`config.mk`:
```
export PLATFORM = sky130hd
export DESIGN_NAME = jtag_host
export DESIGN_NICKNAME = d
export VERILOG_FILES = /design/src/rtl/jtag_host.sv
export SDC_FILE = /design/constraint.sdc
export NUM_CORES = 1
export LEC_CHECK = 0
export ABC_AREA = 1
export CAP_MARGIN = 20
export CORE_MARGIN = 2
export CORE_UTILIZATION = 40
export CTS_CLUSTER_DIAMETER = 30
export DETAILED_ROUTE_END_ITERATION = 7
export HOLD_SLACK_MARGIN = 0.05
export SYNTH_ARGS = -nofsm -noshare
export SYNTH_HDL_FRONTEND = slang
export SYNTH_SLANG_ARGS = --single-unit
```
`constraint.sdc`:
```
create_clock -name clk -period 6.8 [get_ports clk]
set_input_delay 2.04 -clock clk [delete_from_list [all_inputs] [get_ports clk]]
set_output_delay 2.04 -clock clk [all_outputs]
set_load 0.02 [all_outputs]
```
`src/rtl/jtag_host.sv`:
```
`timescale 1ns/1ps
// JTAG host: TAP reset, 4-bit IR scan and 1..32-bit DR scan over a divided TCK.
// Define JTAG_HOST_TRST_EN to pulse trst_n low for 2 TCKs at the start of TAP reset.
module jtag_host #(
   parameter int CLK_DIV = 2
) (
   input  logic        clk,
   input  logic        reset,
   input  logic        cmd_valid,
   output logic        cmd_ready,
   input  logic [1:0]  cmd_op,
   input  logic [4:0]  cmd_len,
   input  logic [31:0] cmd_data,
   output logic [31:0] rsp_data,
   output logic        done,
   output logic        tck,
   output logic        tms,
   output logic        tdi,
   output logic        trst_n,
   input  logic        tdo
);

   localparam logic [7:0] DIV_LAST = 8'(CLK_DIV - 1);
`ifdef JTAG_HOST_TRST_EN
   localparam logic [5:0] RST_LAST  = 6'd7;
   localparam logic [5:0] TRST_BITS = 6'd2;
`else
   localparam logic [5:0] RST_LAST  = 6'd5;
`endif

   // Each non-idle state names where the TAP sits during that TCK.
   typedef enum logic [3:0] {
      IDLE, RST_SEQ, RTI, SEL_DR, SEL_IR,
      CAPTURE, SHIFT, EXIT1, UPDATE
   } state_e;

   state_e      state_q, state_d;
   logic        ir_q, ir_d;
   logic [4:0]  len_q, len_d;
   logic [31:0] data_q, data_d;
   logic [31:0] rsp_q, rsp_d;
   logic [5:0]  cnt_q, cnt_d;
   logic [7:0]  div_q, div_d;
   logic        tck_q, tck_d;
   logic        tms_q, tms_d;
   logic        tdi_q, tdi_d;
   logic        done_q, done_d;
   logic        rdy_q, rdy_d;
   logic        launch;
   logic [5:0]  shift_last;
`ifdef JTAG_HOST_TRST_EN
   logic        trst_q, trst_d;
`endif

   assign shift_last = ir_q ? 6'd3 : {1'b0, len_q};

   always_comb begin
      state_d = state_q;
      ir_d    = ir_q;
      len_d   = len_q;
      data_d  = data_q;
      rsp_d   = rsp_q;
      cnt_d   = cnt_q;
      div_d   = div_q;
      tck_d   = tck_q;
      tms_d   = tms_q;
      tdi_d   = tdi_q;
      done_d  = 1'b0;
      launch  = 1'b0;
`ifdef JTAG_HOST_TRST_EN
      trst_d  = trst_q;
`endif
      unique case (state_q)
         IDLE: begin
            if (cmd_valid && rdy_q) begin
               ir_d   = (cmd_op == 2'b01);
               len_d  = cmd_len;
               data_d = cmd_data;
               rsp_d  = '0;
               cnt_d  = '0;
               div_d  = '0;
               unique case (cmd_op)
                  2'b00: begin
                     state_d = RST_SEQ;
                     launch  = 1'b1;
                  end
                  2'b01, 2'b10: begin
                     state_d = RTI;
                     launch  = 1'b1;
                  end
                  default: done_d = 1'b1;
               endcase
            end
         end
         default: begin
            if (div_q != DIV_LAST) begin
               div_d = div_q + 8'd1;
            end else begin
               div_d = '0;
               tck_d = !tck_q;
               if (!tck_q) begin
                  // tdo is sampled on the edge that raises tck
                  if (state_q == SHIFT)
                     rsp_d[cnt_q[4:0]] = tdo;
               end else begin
                  unique case (state_q)
                     RST_SEQ: begin
                        if (cnt_q == RST_LAST) state_d = IDLE;
                        else cnt_d = cnt_q + 6'd1;
                     end
                     RTI:     state_d = SEL_DR;
                     SEL_DR:  state_d = ir_q ? SEL_IR : CAPTURE;
                     SEL_IR:  state_d = CAPTURE;
                     CAPTURE: begin
                        state_d = SHIFT;
                        cnt_d   = '0;
                     end
                     SHIFT: begin
                        if (cnt_q == shift_last) state_d = EXIT1;
                        else cnt_d = cnt_q + 6'd1;
                     end
                     EXIT1:   state_d = UPDATE;
                     default: state_d = IDLE;
                  endcase
                  if (state_d == IDLE) done_d = 1'b1;
                  else launch = 1'b1;
               end
            end
         end
      endcase

      // New tms/tdi only at the start of a tck-low phase
      if (launch) begin
         tdi_d = 1'b0;
         unique case (state_d)
            RST_SEQ: tms_d = (cnt_d != RST_LAST);
            RTI:     tms_d = 1'b1;
            SEL_DR:  tms_d = ir_q;
            SEL_IR:  tms_d = 1'b0;
            CAPTURE: tms_d = 1'b0;
            SHIFT: begin
               tms_d = (cnt_d == shift_last);
               tdi_d = data_q[cnt_d[4:0]];
            end
            EXIT1:   tms_d = 1'b1;
            default: tms_d = 1'b0;
         endcase
`ifdef JTAG_HOST_TRST_EN
         trst_d = (state_d != RST_SEQ) || (cnt_d >= TRST_BITS);
`endif
      end
      rdy_d = (state_d == IDLE);
   end

   always_ff @(posedge clk or posedge reset) begin
      if (reset) begin
         state_q <= IDLE;
         ir_q    <= 1'b0;
         len_q   <= '0;
         data_q  <= '0;
         rsp_q   <= '0;
         cnt_q   <= '0;
         div_q   <= '0;
         tck_q   <= 1'b0;
         tms_q   <= 1'b1;
         tdi_q   <= 1'b0;
         done_q  <= 1'b0;
         rdy_q   <= 1'b0;
      end else begin
         state_q <= state_d;
         ir_q    <= ir_d;
         len_q   <= len_d;
         data_q  <= data_d;
         rsp_q   <= rsp_d;
         cnt_q   <= cnt_d;
         div_q   <= div_d;
         tck_q   <= tck_d;
         tms_q   <= tms_d;
         tdi_q   <= tdi_d;
         done_q  <= done_d;
         rdy_q   <= rdy_d;
      end
   end

`ifdef JTAG_HOST_TRST_EN
   always_ff @(posedge clk or posedge reset) begin
      if (reset) trst_q <= 1'b1;
      else       trst_q <= trst_d;
   end
   assign trst_n = trst_q;
`else
   assign trst_n = 1'b1;
`endif

   assign cmd_ready = rdy_q;
   assign rsp_data  = rsp_q;
   assign done      = done_q;
   assign tck       = tck_q;
   assign tms       = tms_q;
   assign tdi       = tdi_q;

endmodule
```
======== Word-level counts from Yosys, hierarchy flattened ========
Index checks and enable logic that the tools add are counted.
W data, S select, Z words.
cells by class
  shifts and indexed selects .............. 0
  mux-type cells .......................... 47
  div/mod/pow operators ................... 0
  bitwise logic cells ..................... 2
  eq/ne operators ......................... 22
  add/subtract/negate cells ............... 2
  order comparisons ....................... 3
  reduce and logical (&&, ||, !) cells .... 14
  $mul .................................... 0
operators by type and width
  kind                   count
  $mux W32               5
  $mux W4                9
  $mux W6                6
  $bwmux W32             1
  $pmux W4 S7            1
  $eq A4 B3 Y1 const B   6
  $mux W8                3
  $pmux W6 S3            1
  $eq A4 B2 Y1 const B   4
  $mux W1                16
  $eq A6 B5 Y1           2
  $logic_not A4 Y1       3
  $lt A5 B6 Y1 const B   2
  $add A8 B1 Y8 const B  1
  $eq A4 B1 Y1 const B   2
  $ne A8 B1 Y1 const B   1
  $pmux W4 S2            1
  $add A6 B1 Y6 const B  1
  $eq A6 B3 Y1 const B   1
  $ne A6 B3 Y1 const B   1
  $bmux W1 S5            1
  $demux W1 S5           1
  $ge A5 B1 Y1 const B   1
  $mux W5                1
  14 further kinds       19
storage, ports and cells
  input port bits ......................... 43
  logic and storage cells ................. 102
  bits in writable memories ............... 0
  bits in latches ......................... 0
  memories ................................ 0
  register bits ........................... 93
  output and inout bits ................... 38
  ROM bits ................................ 0

======== Logic depth before layout (Yosys ltp) ========
  depth after elaboration ................. 13
  mapped depth ............................ 21
  mapped depth without buffers ............ 20

======== Worst setup path after synthesis ========
OpenSTA, ideal clock, no wires.
  path kind ............................... input -> register
  start point ............................. input port cmd_valid
  end point ............................... register tdi_q, in the netlist tdi
  library setup time ...................... 0.065 ns
  slack ................................... 3.496 ns
  buffers on the path ..................... 1
  data arrival time ....................... 3.239 ns
  cell stages on the path ................. 12
  data required time ...................... 6.735 ns
  cell sequence ........................... nand2_1 > nor2_8 > inv_2 > clkbuf_1 > nand4_1 > nand3_1 > nand3_1 > nand3_1 > nand2_1 > nand2_1 > nand3_1 > nand2_1
on the way
  longest elaborated chain between the ends .. 6
  elaborated cells between the ends (all ways) .. 11
  classes of those cells .................. eq/ne (1); mux (9); reduce/logical (1)
RTL lines
  element                        line  text
  start, declared                9     input logic cmd_valid,
  $logic_and A1 B1 Y1 *          75    if (cmd_valid && rdy_q) begin
  $mux W6                        75
  $mux W6                        73    unique case (state_q)
  $bmux W1 S5                    143   tdi_d = data_q[cnt_d[4:0]];
  $mux W1 (not written as such)  143
  $mux W1                        135   unique case (state_d)
  end signal, assigned           179   tdi_q <= tdi_d;
  end, declared                  46    logic tdi_q, tdi_d;
Mark *: on every way between the ends. The rest lies on a longest branch, timed or not. The select of a mux whose other input is x is not followed.
A chain may end at the register's enable or synchronous reset.

======== Worst setup path after layout ========
  start point ............................. input port cmd_valid
  end point ............................... register rsp_q[0], in the netlist rsp_data[0]
on the way
  longest elaborated chain between the ends .. 3
RTL lines
  element                             line  text
  $logic_and A1 B1 Y1                 75
  $ne A2 B2 Y1 (no source line)       n/a
  $reduce_and A4 Y1 (no source line)  n/a
  end signal, assigned                174   rsp_q <= rsp_d;
  end, declared                       41    logic [31:0] rsp_q, rsp_d;
Every way passes these cells.

==> metrics.txt <==
outcome=completed; startpoint types=input port; Post-DRT Antenna Nets=0; CP Cell Sequence=clkdlybuf4s50_1, nand2_1, nor2_8, a31oi_1, buf_4, inv_1, nand2_1, o31ai_1; DR top layer=met4; Slew HR=30.2%; drt first pass iters=5; XOR/XNOR Fraction of Synth Area=1.31%; Die X=119 um; CP Data Arrival Time=4.86 ns; post-synthesis sequential area ratio=44.2%; RSZ-0062 raised after global routing=false; CP endpoint kind=flip-flop; CTS root buffer=clkbuf_16; Yosys top cell area share=43.7%; worst skew pair latency=0.35 ns; DR WL met3=539 um; Max clock buf depth=2; Clock Skews=0.00831 ns; maxcap violations=0; FF+latch count, synth=93; # diodes=0; hold_ws=0.467 ns; average size of a mapped cell=7.68 sq um; Initial Util=41.4%; Placeable Area=12700 sq um; Max Slew Vio Count=0; Pleak=2.97 nW; total power draw=1.10 mW; layout cell share with drive strength beyond 1=7.95%; count leader, synth=nand2_1; total grt overflow=0; fin crit period=4.63 ns; max incr delay on CP=0.74 ns; hold_buf cts=0; Post-Synth Simple-Gate Area=32.2%; clk slew on worst S/H paths=0.06 ns; Metal-1 WL=6200 um; Final setup violation count=0; first-pass GRT wire length=22300 um; number of vias in the routed layout=4723; Die Height=119 um; Layout area overhead=22.4%; FMAX=216 MHz; CP max FO=30; Final Hold Fails=0; Synth area leaders=dfrtp_1, nand2_1, o21ai_0; routed wl met2=6390 um; Hold Path Class=flip-flop to flip-flop; DR WL/cell=14.7 um; CTS Sinks=93; gpl congestion=0.852; post-synthesis mux area share=0%; vias per cell=5.09; Worst path top cell family by delay=simple AND/OR/NAND/NOR gates; Synth Instances=686; post-route clock period utilization=68.1%; htree depth=3; Ys Warns=0; vias in the first global route=4525; Synth Flop Type=dfrtp_1; Synth cell types=44; Max rail drop VDD=95.7 uV; Critical Path RT=7.03 ns; asr flop ratio synth=100%; largest net degree at the start of global routing=56; CTS tree=done; synthesized area=5270 sq um; placed wire-length estimate=10100 um; final wirelength=13700 um; I/O Buffers=79; number of flops mapped to enable cells by yosys=0; worst path buffer plus inverter count=3; # Post-CTS Setup Buffers=0; most frequent cells after synthesis=nand2_1, dfrtp_1, inv_1, o21ai_0, nand3_1; DRC viols=0; TNS Setup=0 ns; worst-margin pin slew=1.04 ns; cell repeated most along the worst path=nand2_1; num rows=41; post-synthesis compound-gate area fraction=12.8%; post-CTS sizing=0; Post-Syn Nets=738; kind of critical path=input port to flip-flop; nets@finish=802; main combinational cell family by area after synthesis=simple AND/OR/NAND/NOR gates; DRT iter0 DRCs=362; pwr dens=170 nW/um^2; TritonCTS buffer count=9; Adder-Cell Fraction of Synth Area=2.14%; initial antenna violation count=0; gr usage total=19.6%; CP max-delay cell=nand2_1; Yosys top cell by area=dfrtp_1; # IOs=81; die area=14100 sq um
routing by layer:
metal | GRT usage (%) | vias up
li1 | - | 2387
met1 | 24.6 | 2175
met2 | 32.9 | 133
met3 | 2.75 | 28
met4 | 10.1 | 0
met5 | 0 | -
kinds of logic after synthesis:
| group | after synthesis |
|---|---|
| AOI/OAI and AO/OA | 112 |
| xor gates and xnor gates | 7 |
| adders and majority gates | 9 |
| buffers and inverters | 91 |
| DFF | 93 |
| other | 1 |
| and+or+nand+nor | 373 |
worst register-to-register path, stage by stage (launching register included):
cell and delay (ns):
dfrtp_1 0.45, nor2_2 0.18, inv_1 0.10, nor2_4 0.45, inv_2 0.36, nor2_8 0.33
a31oi_1 0.07, buf_4 0.19, inv_1 0.43, nand2_1 0.75, o31ai_1 0.51
flip-flops by register name, indices dropped and copies added, names as in the netlist:
| signal | count |
|---|---|
| data_q | 32 |
| rsp_data | 32 |
| div_q | 8 |
| cnt_q | 6 |
| len_q | 5 |
| state_q | 4 |
| cmd_ready | 1 |
| done | 1 |
| ir_q | 1 |
| tck | 1 |
| tdi | 1 |
| tms | 1 |
worst paths after layout:
kind                                           from                       end  slack, ns  cells past startpoint
min in group asynchronous                     reset        cnt_q[1]$_DFF_PP0_       2.15                      2
min                        rsp_data[22]$_DFFE_PP0P_  rsp_data[22]$_DFFE_PP0P_       0.47                      2
max in group asynchronous                     reset      div_q[2]$_DFFE_PP0P_       3.55                      3
max                                       cmd_valid   rsp_data[0]$_DFFE_PP0P_       2.17                      8
min reg2reg                rsp_data[22]$_DFFE_PP0P_  rsp_data[22]$_DFFE_PP0P_       0.47                      2
max reg2reg                    state_q[3]$_DFF_PP0_   rsp_data[0]$_DFFE_PP0P_       2.88                     10
metrics by stage:
step / cells / cell area, sq um / worst slack [ns] / utilization (%)
finish: 927 / 6450 / 2.17 / 50.7
global route: 927 / 6450 / 1.95 / 50.7
CTS: 927 / 6450 / 2.14 / 50.7
detailed placement: 911 / 6160 / 1.78 / 48.4
global placement: 911 / 6160 / 1.94 / 48.4
floorplan: 686 / 5270 / 2.34 / -
final cells by class:
type	instances	area [sq um]
Timing Repair Buffer	82	813
Tap cell	172	215
Clock buffer	12	246
Inverter	62	239
Clock inverter	4	47.5
Fill cell	1280	6270
Multi-Input combinational cell	502	2560
Sequential cell	93	2330
cell usage in the layout, fill, tap and decap left out, types with 2 or more instances in the layout:
cell type | netlist | layout
o21ai_1 | 2 | 2
inv_4 | 2 | 2
nor2_8 | 2 | 2
a31oi_1 | 2 | 2
clkbuf_1 | 21 | 2
a22o_1 | 2 | 2
nor4_1 | 2 | 2
nor2_2 | 5 | 5
nand4_1 | 19 | 19
nand2_1 | 226 | 226
clkinv_2 | 0 | 3
clkinv_1 | 2 | 2
buf_4 | 2 | 3
nor2_1 | 43 | 43
nand2_2 | 9 | 9
nand3_1 | 50 | 50
inv_1 | 51 | 50
o31ai_1 | 28 | 28
clkdlybuf4s50_1 | 0 | 79
a22oi_1 | 2 | 2
xnor2_1 | 2 | 2
ha_1 | 9 | 9
a21oi_1 | 18 | 18
o21ai_0 | 51 | 51
o22ai_1 | 3 | 3
xor2_1 | 4 | 4
dfrtp_1 | 92 | 92
nand2_4 | 3 | 3
nor2_4 | 4 | 4
nor3_1 | 4 | 4
inv_2 | 7 | 7
clkbuf_16 | 0 | 9
nand3_2 | 2 | 2
report_power, final:
part / switching [mW] / internal (mW) / leakage [nW]
clock network: 0.211 / 0.294 / 0.143
registers: 0 / 0.553 / 1.24
logic: 0.0161 / 0.0220 / 1.59
total: 0.227 / 0.869 / 2.97
No activity file was read; power rests on OpenSTA's default activity.
